<file path="config.mk">
export PLATFORM = sky130hd
export DESIGN_NAME = mem_arbiter
export DESIGN_NICKNAME = d
export VERILOG_FILES = /design/src/rtl/mem_arbiter_pkg.sv /design/src/rtl/mem_tag_table.sv /design/src/rtl/mem_arbiter.sv
export SDC_FILE = /design/constraint.sdc
export NUM_CORES = 1
export LEC_CHECK = 0
export ABC_AREA = 1
export CORE_AREA = 2 2 190 192
export CTS_CLUSTER_SIZE = 28
export DETAILED_ROUTE_END_ITERATION = 6
export DIE_AREA = 0 0 192 194
export GPL_TIMING_DRIVEN = 0
export MAX_ROUTING_LAYER = met4
export RECOVER_POWER = 100
export REMOVE_ABC_BUFFERS = 1
export SLEW_MARGIN = 20
export SYNTH_ARGS = -nofsm -noshare
export SYNTH_HDL_FRONTEND = slang
export SYNTH_HIERARCHICAL = 1
export SYNTH_SLANG_ARGS = --single-unit
export TNS_END_PERCENT = 100
</file>
<file path="constraint.sdc">
create_clock -name clock -period 3.97 [get_ports clock]
set_input_delay 0.794 -clock clock [delete_from_list [all_inputs] [get_ports clock]]
set_output_delay 0.794 -clock clock [all_outputs]
set_load 0.03 [all_outputs]
</file>
<file path="src/rtl/mem_arbiter_pkg.sv">
// ============================================================================
// mem_arbiter_pkg : shared bus command, tag and owner encodings for mem_arbiter
// Revision 1.0 - initial release
// ============================================================================
`default_nettype none

package mem_arbiter_pkg;

  localparam logic [1:0] BUS_NONE  = 2'd0;
  localparam logic [1:0] BUS_LOAD  = 2'd1;
  localparam logic [1:0] BUS_STORE = 2'd2;

  localparam int TAG_W_DEFAULT = 4;

  localparam logic OWNER_D = 1'b0;
  localparam logic OWNER_I = 1'b1;

endpackage

`default_nettype wire

</file>
<file path="src/rtl/mem_tag_table.sv">
// ============================================================================
// mem_tag_table : per-tag owner table with allocate/return/lookup, occupancy
//                 count and sticky tag-collision flag
// Revision 1.0 - initial release
// ============================================================================
`default_nettype none

module mem_tag_table
  import mem_arbiter_pkg::*;
#(
  parameter int TAG_W = TAG_W_DEFAULT
) (
  input  logic             clock,
  input  logic             reset,
  input  logic             alloc_en,
  input  logic [TAG_W-1:0] alloc_tag,
  input  logic             alloc_owner,
  input  logic [TAG_W-1:0] ret_tag,
  output logic             ret_hit,
  output logic             ret_owner,
  output logic [4:0]       outstanding,
  output logic             protocol_err
);

  localparam int DEPTH = 2 ** TAG_W;

  logic [DEPTH-1:0] r_valid;
  logic [DEPTH-1:0] r_owner;
  logic             r_protocol_err;
  logic             w_ret_hit;
  logic             w_collision;
  logic [4:0]       w_count;

  assign w_ret_hit = (ret_tag != '0) && r_valid[ret_tag];
  assign ret_hit   = w_ret_hit;
  assign ret_owner = r_owner[ret_tag];

  // A tag freed by this cycle's return may be handed out again without error.
  assign w_collision = alloc_en && r_valid[alloc_tag] &&
                       !(w_ret_hit && (ret_tag == alloc_tag));

  always_ff @(posedge clock) begin
    if (reset) begin
      r_valid        <= '0;
      r_owner        <= '0;
      r_protocol_err <= 1'b0;
    end else begin
      if (w_ret_hit) begin
        r_valid[ret_tag] <= 1'b0;
      end
      if (alloc_en) begin
        r_valid[alloc_tag] <= 1'b1;
        r_owner[alloc_tag] <= alloc_owner;
      end
      if (w_collision) begin
        r_protocol_err <= 1'b1;
      end
    end
  end

  always_comb begin
    w_count = '0;
    for (int i = 1; i < DEPTH; i++) begin
      w_count = w_count + 5'(r_valid[i]);
    end
  end

  assign outstanding  = w_count;
  assign protocol_err = r_protocol_err;

endmodule

`default_nettype wire

</file>
<file path="src/rtl/mem_arbiter.sv">
// ============================================================================
// mem_arbiter : dcache/icache arbiter for the shared memory port with
//               starvation override and tag-based return steering
// Revision 1.0 - initial release
// ============================================================================
`default_nettype none

module mem_arbiter
  import mem_arbiter_pkg::*;
#(
  parameter int TAG_W        = TAG_W_DEFAULT,
  parameter int STARVE_LIMIT = 4
) (
  input  logic             clock,
  input  logic             reset,
  input  logic [1:0]       dcache2arb_command,
  input  logic [63:0]      dcache2arb_addr,
  input  logic [63:0]      dcache2arb_data,
  input  logic [1:0]       icache2arb_command,
  input  logic [63:0]      icache2arb_addr,
  input  logic [TAG_W-1:0] mem2arb_response,
  input  logic [TAG_W-1:0] mem2arb_tag,
  input  logic [63:0]      mem2arb_data,
  output logic [1:0]       arb2mem_command,
  output logic [63:0]      arb2mem_addr,
  output logic [63:0]      arb2mem_data,
  output logic [TAG_W-1:0] arb2dcache_response,
  output logic [TAG_W-1:0] arb2icache_response,
  output logic [TAG_W-1:0] arb2dcache_tag,
  output logic [TAG_W-1:0] arb2icache_tag,
  output logic [63:0]      arb2proc_data,
  output logic [4:0]       outstanding,
  output logic             protocol_err
);

  localparam int CNT_W = $clog2(STARVE_LIMIT + 1);

  logic [CNT_W-1:0] r_starve_cnt;
  logic             w_d_req;
  logic             w_i_req;
  logic             w_starved;
  logic             w_grant_d;
  logic             w_grant_i;
  logic             w_alloc_en;
  logic             w_ret_hit;
  logic             w_ret_owner;
  logic [4:0]       w_outstanding;
  logic             w_protocol_err;

  assign w_d_req   = (dcache2arb_command != BUS_NONE);
  assign w_i_req   = (icache2arb_command == BUS_LOAD);
  assign w_starved = (r_starve_cnt == CNT_W'(STARVE_LIMIT));
  assign w_grant_i = w_i_req && (!w_d_req || w_starved);
  assign w_grant_d = w_d_req && !w_grant_i;

  // Only loads need steering back, so stores never occupy a tag.
  assign w_alloc_en = !reset && (mem2arb_response != '0) &&
                      ((w_grant_d && (dcache2arb_command == BUS_LOAD)) || w_grant_i);

  always_ff @(posedge clock) begin
    if (reset) begin
      r_starve_cnt <= '0;
    end else if (w_i_req && !w_grant_i) begin
      if (!w_starved) begin
        r_starve_cnt <= r_starve_cnt + 1'b1;
      end
    end else begin
      r_starve_cnt <= '0;
    end
  end

  mem_tag_table #(
    .TAG_W(TAG_W)
  ) u_tag_table (
    .clock        (clock),
    .reset        (reset),
    .alloc_en     (w_alloc_en),
    .alloc_tag    (mem2arb_response),
    .alloc_owner  (w_grant_i ? OWNER_I : OWNER_D),
    .ret_tag      (mem2arb_tag),
    .ret_hit      (w_ret_hit),
    .ret_owner    (w_ret_owner),
    .outstanding  (w_outstanding),
    .protocol_err (w_protocol_err)
  );

  always_comb begin
    arb2mem_command     = BUS_NONE;
    arb2mem_addr        = '0;
    arb2mem_data        = '0;
    arb2dcache_response = '0;
    arb2icache_response = '0;
    arb2dcache_tag      = '0;
    arb2icache_tag      = '0;
    arb2proc_data       = '0;
    outstanding         = '0;
    protocol_err        = 1'b0;
    if (!reset) begin
      if (w_grant_d) begin
        arb2mem_command     = dcache2arb_command;
        arb2mem_addr        = dcache2arb_addr;
        arb2mem_data        = (dcache2arb_command == BUS_STORE) ? dcache2arb_data : '0;
        arb2dcache_response = mem2arb_response;
      end else if (w_grant_i) begin
        arb2mem_command     = BUS_LOAD;
        arb2mem_addr        = icache2arb_addr;
        arb2icache_response = mem2arb_response;
      end
      if (w_ret_hit) begin
        if (w_ret_owner == OWNER_I) begin
          arb2icache_tag = mem2arb_tag;
        end else begin
          arb2dcache_tag = mem2arb_tag;
        end
      end
      arb2proc_data = mem2arb_data;
      outstanding   = w_outstanding;
      protocol_err  = w_protocol_err;
    end
  end

endmodule

`default_nettype wire

</file>
==> summary.txt <==
Outcome
  – Status: finished, violations left
  – Failing checks: setup timing

Floorplan
  – Die area: 0.0372 mm2
  – FP Rows: 69
  – # IOs: 486
  – Initial Utilization: 14.4%
  – Die Width: 192 um
  – Core box area: 0.0352 mm2
  – Die Y: 194 um

Worst setup path
  – Startpoint types: flip-flop
  – Required @ worst endpoint: 3.18 ns
  – Crit path arrival time: 3.95 ns
  – Type of the worst setup path: flip-flop to output pin
  – Worst setup EP type: output pin
  – Crit-path max FO: 3

STA
  – Worst-Margin Slew: 0.655 ns
  – Setup-failing EPs final: 79
  – Tmin final: 4.74 ns
  – Hold slack: 0.457 ns
  – Clk_skew: 0.00553 ns
  – Unrepaired setup endpoints after global routing: yes
  – Period utilization: 119%
  – F_max: 0.211 GHz
  – PnR worst setup slack: -0.770 ns
  – Slew Viols, Final: 0
  – Final Hold Vio Count: 0
  – Max-slew headroom at the worst pin: 56.3%

Logic synthesis
  – Yosys warning count: 6
  – Synthesized instance count: 929
  – Synth unique cells: 30
  – Sequential-to-total area share from yosys stat: 14.2%
  – Synth Cell Area: 0.00507 mm2
  – Syn avg cell area: 5.46 um2
  – Yosys reg bits: 36

Global route
  – Tot GR Track Use: 17.7%
  – Initial antenna violation count: 6
  – First-pass GRT wire length: 48500 um
  – Pin count of the biggest net entering global routing: 88
  – Gr ovfl total: 0
  – Number of global-route vias before repair: 7553

Detailed routing
  – Final ANT Viol Nets: 0
  – Wire per inst: 18.6 um
  – DRT iter0 DRCs: 502
  – Vias: 7848
  – Vias per cell: 4.27
  – Pre-antenna DRT Iters: 5
  – Final wirelength: 34200 um
  – DR DRC count: 0

Layout
  – Final non-filler cell total: 1839
  – Nets: 1655
  – Layout area overhead: 111%
  – Most frequent cells in the layout: clkdlybuf4s50_1, nand2_1, nand3_1
  – Most common library cell in the layout ignoring fill and taps: clkdlybuf4s50_1
  – Design area: 0.0107 mm2
  – Layout cells sized above 1: 7.65%

Power
  – Power per cell area: 164 mW/mm2
  – Leak: 5.01 nW
  – Peak supply drop: 121 uV
  – Pwr Total: 1.75 mW

Placed design
  – Dpl hpwl: 26200 um
  – GPL Wtd Cong: 0.905
  – DP Area: 0.0103 mm2
  – Placed cells: 1808
  – I/O Buffers: 484

Clock tree
  – Longest Clk Path Bufs: 2
  – Sinks on the clock net: 36
  – Clock Tree Root: clkbuf_16
  – CTS tree: built
  – Clk slew on worst S/H paths: 0.06 ns
  – H-tree Lvls: 2
  – Cts bufs inserted: 5
  – Hold_buf cts: 0
  – Worst skew pair latency: 0.28 ns

Hold path
  – Min-delay worst type: flip-flop to flip-flop

Run
  – Max Cap Viol: 0
[metal layers]
layer	share of wire [%]	GRT usage (%)
met4	1.2	2.94
met5	0	-
met2	49	29.5
met3	10	6.15
met1	39	20.9
[power by group]
part	total [mW]	internal, mW	switching (mW)
Clock	0.400	0.250	0.150
Sequential	0.365	0.363	0.00219
Combinational	0.982	0.451	0.531
Total	1.75	1.06	0.684
[worst max-delay path, cell delays in order, from the launching register on]
cell     delay, ns
dfxtp_2       0.34
inv_2         0.05
fa_1          0.57
inv_2         0.05
fa_1          0.47
fa_1          0.50
inv_2         0.04
fa_1          0.46
fa_2          0.37
fa_2          0.54
inv_2         0.03
inv_2         0.03
nor2_1        0.03
buf_4         0.19
[through the flow]
stage,setup TNS (ns),util (%),setup WS (ns)
final,-11.55,30.3,-0.770
after global routing,-32.70,30.3,-0.914
after CTS,-2.71,30.2,-0.834
after detailed placement,-54.32,29.3,-1.21
after global placement,-1450.24,28.5,-7.07
after floorplan,-115.25,-,-1.34
[what timing repair did]
item | 4_1_cts | 5_1_grt
endpoints found under the hold margin | 0 | 0
buffers inserted | 10 | 3
cloned | 3 | 1
gates resized for setup | 109 | 56
pin swaps | 8 | 3
setup endpoints to repair | 149 | 35
[registers in the layout (all words and copies together) (netlist names)]
name and count:
u_tag_table/protocol_err 1, r_starve_cnt 3, u_tag_table/r_owner 16, u_tag_table/r_valid 16
[worst paths after layout]
path	startpoint	end	slack (ns)	cells after the start
max	u_tag_table/r_valid[4]$_SDFF_PP0_	outstanding[1]	-0.77	13
min	r_starve_cnt[0]$_SDFFE_PP0N_	r_starve_cnt[0]$_SDFFE_PP0N_	0.46	1
max reg2reg	r_starve_cnt[1]$_SDFFE_PP0N_	u_tag_table/r_owner[15]$_SDFFE_PP0P_	1.63	15
min reg2reg	r_starve_cnt[0]$_SDFFE_PP0N_	r_starve_cnt[0]$_SDFFE_PP0N_	0.46	1
[area by class of cell]
type	instances	area (um2)
diodes	6	15.0
clock buffers	7	143
clock inverters	1	7.51
fillers	3941	24500
inverters	144	546
multi-input cells	677	3470
flip-flops and latches	36	729
well taps	461	577
repair buffers	507	5190
[logic make-up (layout without fill, tap and decap cells)]
group                      count (synthesis)  after routing  synth area share (%)
AOI/OAI and AO/OA                        122            123                  12.6
xor gates and xnor gates                   4              4                 0.691
adders and majority gates                 14             14                  4.93
buffers and inverters                    220            659                  19.5
DFF                                       36             36                  14.2
other                                      1              7                0.0739
and+or+nand+nor                          532            535                  48.0
[synthesized netlist by cell type]
master,number,area share (%)
nor3_1,62,6.1
buf_6,11,2.4
o21a_1,1,0.15
xnor2_1,2,0.35
nand2_2,7,0.86
inv_2,7,0.52
o21ai_2,1,0.17
clkbuf_1,19,1.4
dfxtp_1,36,14
clkbuf_2,1,0.099
a21oi_2,1,0.17
o21ai_1,3,0.30
nand3_1,138,14
nor2_2,7,0.86
conb_1,1,0.074
ha_1,4,0.99
o21ai_0,8,0.79
buf_2,32,3.2
nand2_1,199,15
xor2_1,2,0.35
buf_4,10,1.5
nor2_4,1,0.22
nand4_1,6,0.74
fa_1,10,3.9
a22oi_1,8,1.2
nor2_1,91,6.7
a21oi_1,100,9.9
nor3_2,21,4.1
inv_1,137,10
buf_1,3,0.22
(Power assumes the default switching activity.)
